===== src/rtl/ddr3_cmd_engine.sv =====
// ddr3_cmd_engine: DDR3 BFM command decoder, bank tracker, MR0/MR1/MR2 capture and latency-matched beat strobes.
// Define DDR3_TIMING_CHECK_EN to build per-bank tRCD/tRP/tRAS checking onto o_err_timing.
module ddr3_cmd_engine #(
  parameter int BA_W    = 3,
  parameter int ROW_W   = 13,
  parameter int COL_W   = 10,
  parameter int MAX_LAT = 24,
  parameter int DEF_CL  = 5,
  parameter int DEF_CWL = 5,
  parameter int DEF_AL  = 0,
  parameter int T_RCD   = 5,
  parameter int T_RP    = 5,
  parameter int T_RAS   = 15
) (
  input  logic                         i_ck,
  input  logic                         i_reset_n,
  input  logic                         i_cke,
  input  logic                         i_cs_n,
  input  logic                         i_ras_n,
  input  logic                         i_cas_n,
  input  logic                         i_we_n,
  input  logic [BA_W-1:0]              i_ba,
  input  logic [15:0]                  i_a,
  output logic                         o_rd_beat,
  output logic [BA_W+ROW_W+COL_W-1:0]  o_rd_addr,
  output logic                         o_rd_last,
  output logic                         o_wr_beat,
  output logic [BA_W+ROW_W+COL_W-1:0]  o_wr_addr,
  output logic                         o_wr_last,
  output logic [4:0]                   o_cl,
  output logic [4:0]                   o_cwl,
  output logic [4:0]                   o_al,
  output logic                         o_err_cmd,
  output logic                         o_err_ovl,
  output logic                         o_err_mrs,
  output logic                         o_err_timing
);
  localparam int NBANK = 2**BA_W;
  localparam int AW = BA_W + ROW_W + COL_W;
  localparam int LW = $clog2(MAX_LAT);
  logic [NBANK-1:0] r_open;
  logic [ROW_W-1:0] r_row [NBANK];
  logic [4:0] r_cl, r_cwl, r_al;
  logic [1:0] r_alm, r_bl;
  logic r_err_cmd, r_err_ovl, r_err_mrs;
  logic [MAX_LAT-1:0][AW+1:0] r_pipe [2];
  logic [1:0] r_cnt [2];
  logic [1:0] r_beat, r_last;
  logic [AW-1:0] r_addr [2];
  logic [2:0] w_cmd;
  logic w_act, w_pre, w_ref, w_mrs, w_rw, w_open, w_len, w_mrs_bad;
  logic [1:0] w_go;
  logic [LW-1:0] w_slot [2];
  logic [NBANK-1:0] w_sel, w_close;
  logic [AW-1:0] w_addr;
  logic [4:0] w_cl_n, w_cwl_n, w_al_n;
  logic [1:0] w_alm_n, w_bl_n;
  logic w_unused;
  assign w_unused = ^i_a[15:13];
  always_comb begin
    w_cmd = i_cke && !i_cs_n ? {i_ras_n, i_cas_n, i_we_n} : 3'b111;
    w_act = w_cmd == 3'b011;
    w_pre = w_cmd == 3'b010;
    w_ref = w_cmd == 3'b001;
    w_mrs = w_cmd == 3'b000;
    w_rw = w_cmd[2:1] == 2'b10;
    w_open = r_open[i_ba];
    w_go = {w_cmd == 3'b100, w_cmd == 3'b101} & {2{w_open}};
    w_sel = NBANK'(1) << i_ba;
    w_close = w_pre ? (i_a[10] ? '1 : w_sel) : (|w_go && i_a[10] ? w_sel : '0);
    w_len = r_bl == 2'b00 || (r_bl == 2'b01 && i_a[12]);
    w_addr = {i_ba, r_row[i_ba], i_a[COL_W-1:0]};
    w_slot[0] = LW'(r_al + r_cl - 5'd1);
    w_slot[1] = LW'(r_al + r_cwl - 5'd1);
    w_cl_n = r_cl;
    w_cwl_n = r_cwl;
    w_alm_n = r_alm;
    w_bl_n = r_bl;
    w_mrs_bad = 1'b0;
    case (i_ba[1:0])
      2'd0: begin
        w_cl_n = 5'(i_a[6:4]) + 5'd4;
        w_bl_n = i_a[1:0];
        w_mrs_bad = i_a[2] || i_a[6:4] == 3'd0 || &i_a[1:0];
      end
      2'd1: begin
        w_alm_n = i_a[4:3];
        w_mrs_bad = &i_a[4:3];
      end
      2'd2: w_cwl_n = 5'(i_a[5:3]) + 5'd5;
      default: ;
    endcase
    // AL modes CL-1 / CL-2 follow later CL changes
    w_al_n = w_alm_n == 2'd1 ? w_cl_n - 5'd1 : w_alm_n == 2'd2 ? w_cl_n - 5'd2 : i_ba[1:0] == 2'd1 ? 5'd0 : r_al;
    w_mrs_bad = w_mrs_bad || int'(w_al_n) + int'(w_cl_n) > MAX_LAT || int'(w_al_n) + int'(w_cwl_n) > MAX_LAT;
  end
  always_ff @(posedge i_ck) begin
    if (!i_reset_n) begin
      r_open <= '0;
      r_cl <= 5'(DEF_CL);
      r_cwl <= 5'(DEF_CWL);
      r_al <= 5'(DEF_AL);
      r_alm <= 2'd0;
      r_bl <= 2'd0;
      r_err_cmd <= 1'b0;
      r_err_mrs <= 1'b0;
    end else begin
      r_open <= (r_open & ~w_close) | (w_act ? w_sel : '0);
      if (w_act) r_row[i_ba] <= i_a[ROW_W-1:0];
      if ((w_act && w_open) || (w_rw && !w_open) || (w_ref && |r_open)) r_err_cmd <= 1'b1;
      if (w_mrs && w_mrs_bad) r_err_mrs <= 1'b1;
      if (w_mrs && !w_mrs_bad) begin
        r_cl <= w_cl_n;
        r_cwl <= w_cwl_n;
        r_al <= w_al_n;
        r_alm <= w_alm_n;
        r_bl <= w_bl_n;
      end
    end
  end
  always_ff @(posedge i_ck) begin
    if (!i_reset_n) begin
      r_beat <= '0;
      r_last <= '0;
      r_err_ovl <= 1'b0;
      for (int d = 0; d < 2; d++) begin
        r_pipe[d] <= '0;
        r_cnt[d] <= '0;
        r_addr[d] <= '0;
      end
    end else begin
      for (int d = 0; d < 2; d++) begin
        r_pipe[d] <= r_pipe[d] >> (AW + 2);
        if (w_go[d]) r_pipe[d][w_slot[d]] <= {1'b1, w_len, w_addr};
        if (r_pipe[d][0][AW+1]) begin
          r_beat[d] <= 1'b1;
          r_last[d] <= 1'b0;
          r_addr[d] <= r_pipe[d][0][AW-1:0];
          r_cnt[d] <= r_pipe[d][0][AW] ? 2'd3 : 2'd1;
          if (r_cnt[d] != 2'd0) r_err_ovl <= 1'b1;
        end else if (r_cnt[d] != 2'd0) begin
          r_last[d] <= r_cnt[d] == 2'd1;
          r_addr[d][2:0] <= r_addr[d][2:0] + 3'd2;
          r_cnt[d] <= r_cnt[d] - 2'd1;
        end else begin
          r_beat[d] <= 1'b0;
          r_last[d] <= 1'b0;
        end
      end
    end
  end
`ifdef DDR3_TIMING_CHECK_EN
  logic [7:0] r_rcd [NBANK];
  logic [7:0] r_rp [NBANK];
  logic [7:0] r_ras [NBANK];
  logic r_err_timing;
  logic w_viol;
  always_comb begin
    w_viol = (w_act && r_rp[i_ba] != 8'd0) || (|w_go && r_rcd[i_ba] != 8'd0);
    for (int b = 0; b < NBANK; b++)
      w_viol = w_viol || (w_pre && w_close[b] && r_open[b] && r_ras[b] != 8'd0);
  end
  always_ff @(posedge i_ck) begin
    if (!i_reset_n) begin
      r_err_timing <= 1'b0;
      for (int b = 0; b < NBANK; b++) begin
        r_rcd[b] <= '0;
        r_rp[b] <= '0;
        r_ras[b] <= '0;
      end
    end else begin
      if (w_viol) r_err_timing <= 1'b1;
      for (int b = 0; b < NBANK; b++) begin
        r_rcd[b] <= w_act && w_sel[b] ? 8'(T_RCD - 1) : r_rcd[b] - 8'(r_rcd[b] != 8'd0);
        r_ras[b] <= w_act && w_sel[b] ? 8'(T_RAS - 1) : r_ras[b] - 8'(r_ras[b] != 8'd0);
        r_rp[b] <= w_close[b] && r_open[b] ? 8'(T_RP - 1) : r_rp[b] - 8'(r_rp[b] != 8'd0);
      end
    end
  end
  assign o_err_timing = r_err_timing;
`else
  logic w_unused_t;
  assign w_unused_t = ^(T_RCD ^ T_RP ^ T_RAS);
  assign o_err_timing = 1'b0;
`endif
  assign o_rd_beat = r_beat[0];
  assign o_rd_last = r_last[0];
  assign o_rd_addr = r_addr[0];
  assign o_wr_beat = r_beat[1];
  assign o_wr_last = r_last[1];
  assign o_wr_addr = r_addr[1];
  assign o_cl = r_cl;
  assign o_cwl = r_cwl;
  assign o_al = r_al;
  assign o_err_cmd = r_err_cmd;
  assign o_err_ovl = r_err_ovl;
  assign o_err_mrs = r_err_mrs;
endmodule


===== config.mk =====
export PLATFORM = sky130hd
export DESIGN_NAME = ddr3_cmd_engine
export DESIGN_NICKNAME = d
export VERILOG_FILES = /design/src/rtl/ddr3_cmd_engine.sv
export SDC_FILE = /design/constraint.sdc
export NUM_CORES = 2
export LEC_CHECK = 0
export CAP_MARGIN = 20
export CORE_MARGIN = 2
export CORE_UTILIZATION = 46
export DETAILED_ROUTE_END_ITERATION = 10
export PLACE_DENSITY_LB_ADDON = 0.15
export SYNTH_ARGS = -nofsm -noshare
export SYNTH_HDL_FRONTEND = slang
export SYNTH_SLANG_ARGS = --single-unit

===== constraint.sdc =====
create_clock -name i_ck -period 12.5 [get_ports i_ck]
set_clock_uncertainty 0.15 [all_clocks]
set_input_delay 1.25 -clock i_ck [delete_from_list [all_inputs] [get_ports i_ck]]
set_output_delay 1.25 -clock i_ck [all_outputs]
set_load 0.02 [all_outputs]

==> metrics.md <==
| Metric | Value |
|---|---|
| Fin area | roughly 80000 µm² |
| Global routing usage on met2 | between 30% and 40% |
| Number of global-route vias before repair | just over 40000 |
| Commonest non-fill, non-tap cells in the layout | 1480 x edfxtp_1, 1382 x nand2_1, 1321 x conb_1, 527 x nand3_1, 522 x nor2_1 |
| Initial core utilization | 46.2% |
| Gate Count Post-Synth | 6006 |
| First-pass detailed-route iteration total | 5 |
| Crit start category | input port |
| Crit end category | register |
| Max-cap check violation count | 0 |
| Measured slew at the worst slew-check pin | between 1 and 1.5 ns |
| Cts bufs inserted | between 150 and 200 |
| Setup Buffers After CTS | 0 |
| Largest net degree at the start of global routing | about 200 |
| WP data required | ~13 ns |
| Row count | 140 |
| Share of cells above drive strength 1 | under 10% |
| Max_slew headroom | about a quarter |
| Fin. Hold Viols | 0 |
| PD cells | 144 nW/µm² |
| Clock power share | about two fifths |
| Netlist Area Pre-Place | 67200 µm² |
| Cell internal pwr | ~0.009 W |
| Sw Share | between 20 and 25% |
| Syn Area/Cell | 11.2 µm² |
| H-tree depth | 4 |
| Most common library cell in the layout ignoring fill and taps | edfxtp_1 |
| Initial antenna violation count | 0 |
| Leakage | ~31 nW |
| Final min period | roughly 5.8 ns |
| Clock Pin Slew Worst Setup and Hold Paths | approximately 0.060 ns |
| Switch Pwr | 0.00253 W |
| GR Util met1 | between 20 and 25% |
| Worst skew pair latency | around 0.79 ns |
| Post-placement cell area | between 70000 and 80000 µm² |
| FFs w/ async S/R, synth | 0% |
| Worst Hold Class | register to register |
| Routed vias | 43845 |
| Final wirelength | 135 mm |
| Post-route total power | between 0.01 and 0.015 W |
| Post-synth EDFFs | about 1500 |
| Clock Tree Root | clkbuf_16 |
| Gr busiest metal | met2 |
| Max Buffers Root-to-Sink | 3 |
| First DRT Iteration DRCs | between 3000 and 4000 |
| Yosys warns | 0 |
| Die area | about 150000 µm² |
| Boundary Pins | between 100 and 150 |
| Nets@finish | between 7000 and 8000 |
| RSZ-0062 raised after global routing | no |
| Synth cell types | 73 |
| DPL Wire Length | around 83 mm |
| WL per Instance | between 10 and 15 µm |
| CTS tree | yes |
| Die H | about 390 µm |
| Synth Flop Type | edfxtp_1 |
| Die X | a little under 400 µm |
| Post-route ant nets | 0 |
| WS Path Type | input port to register |
| # hold bufs at CTS | 0 |
| Avg Vias per Cell | 4.77 |
| Status | finished clean |
| CP max FO | 55 |
| F_max | around 170 MHz |
| GPL Wtd Cong | ~0.85 |
| Port Buffers | 96 |
| Maximum vdd drop | ~100 µV |
| Post-Route Setup TNS | 0 ns |
| First-pass GRT wire length | 217 mm |
| Final core occ | between 50% and 60% |
| Residual DRC | 0 |
| Combinational share of power | ~6.0% |
| Sequential share of the synthesized area | 67.9% |
| P&R area growth vs syn | 18.6% |
| Total grt overflow | 0 |
| Inserted Diodes | 0 |
| Final Max Slew Viols | 0 |
| Clock Sinks | 1538 |
| Number of synthesized register bits | 1538 |
| Core area | 145000 µm² |
| Hold Worst Slack | 0.275 ns |
| Met3 usage | roughly 3.5% |
| GR Util All Layers | between 15 and 20% |
| Critical Path AT | approximately 6.3 ns |
| Flop pwr share | between 50 and 60% |
| CTS-repair resized insts | 0 |
| Crit share post-route | 46.4% |
| # setup viols final | 0 |
synth_stat cells (5+ instances only):
cell type	number	area (µm²)
buf_2	70	350
and3_1	33	206
buf_4	5	37.5
a211oi_1	201	1510
nor2b_1	7	43.8
nor3_1	17	85.1
inv_1	45	169
clkbuf_1	434	1630
edfxtp_1	1480	44400
o211ai_1	12	90.1
dfxtp_1	58	1160
o21ai_1	50	250
a21oi_1	454	2270
nand3_1	527	2640
nand2b_1	9	56.3
xor2_1	8	70.1
nor2_2	7	43.8
a21o_1	11	82.6
o21ai_0	318	1590
nand2_1	1382	5190
or2_2	5	31.3
mux4_2	27	608
nand4_1	7	43.8
mux2i_1	76	761
nor4_1	5	31.3
buf_1	38	143
xnor2_1	10	87.6
or3_1	6	37.5
ha_1	30	375
nor2_1	540	2030
and2_1	65	407
cell families after synthesis:
logic type	Yosys count	share of synthesized area [%]
adder cells (fa/ha/maj)	33	0.648
flip-flops	1538	67.9
AO/OA/AOI/OAI	1080	9.09
AND/OR/NAND/NOR	2629	16.4
XOR/XNOR	18	0.235
other	2	0.0112
buffers and inverters	599	3.55
multiplexers	107	2.14
power by group through the flow:
stage	Sequential [W]	Clock (W)	Combinational (W)
2_1_floorplan	0.00614	0	0.000449
3_3_place_gp	0.00613	0	0.000659
3_5_place_dp	0.00614	0	0.000677
4_1_cts	0.00603	0.00488	0.000679
5_1_grt	0.00606	0.00508	0.000783
6_report	0.00603	0.00476	0.000685
final timing paths:
check	from	to	slack, ns	cells after the start
max	i_ba[0]	o_cl[4]	6.70	17
min	r_pipe[1][503]	r_pipe[1][475]	0.28	2
max reg2reg	o_cl[1]	o_cl[4]	7.49	17
min reg2reg	r_pipe[1][503]	r_pipe[1][475]	0.28	2
through the flow:
step | std cells | setup slack (ns)
6_report | 9188 | 6.70
5_1_grt | 9188 | 6.30
4_1_cts | 9186 | 6.76
3_5_place_dp | 8886 | 5.92
3_3_place_gp | 8875 | 6.04
2_1_floorplan | 7325 | 7.32
worst max-delay path, cell delays in order:
cell and delay [ns]:
buf_4 0.40, buf_4 0.85, or2_2 0.38, nand3_1 0.16
nand2_1 0.12, a21oi_1 0.05, a221oi_1 0.52, ha_1 0.39
nor2b_1 0.17, and3_1 0.18, a31o_2 0.21, a221o_1 0.30
a221oi_1 0.31, o211ai_1 0.22, a21oi_4 0.39, nand2_8 0.15
o211a_1 0.24
flip-flops by register name, indices dropped and copies added (netlist names):
signal     flops
r_pipe      1344
r_addr        52
r_row        104
r_alm          2
o_al           5
o_err_ovl      1
r_cnt          4
o_err_cmd      1
o_cwl          5
r_beat         2
o_cl           5
r_open         8
r_bl           2
r_last         2
o_err_mrs      1
layout make-up:
| class | count | area [µm²] |
|---|---|---|
| flip-flops and latches | 1538 | 45600 |
| well taps | 1917 | 2400 |
| multi-input cells | 5188 | 24400 |
| repair buffers | 197 | 1850 |
| clock buffers | 227 | 4630 |
| clock inverters | 73 | 638 |
| inverters | 48 | 188 |
| fillers | 12510 | 65700 |
per-layer routing:
layer  vias up  wire length, µm
li1      22261                -
met3       189             7600
met4         0             3320
met2       879            62300
met5         -                0
met1     20516            61700
Power figures use the tool's default switching activity.
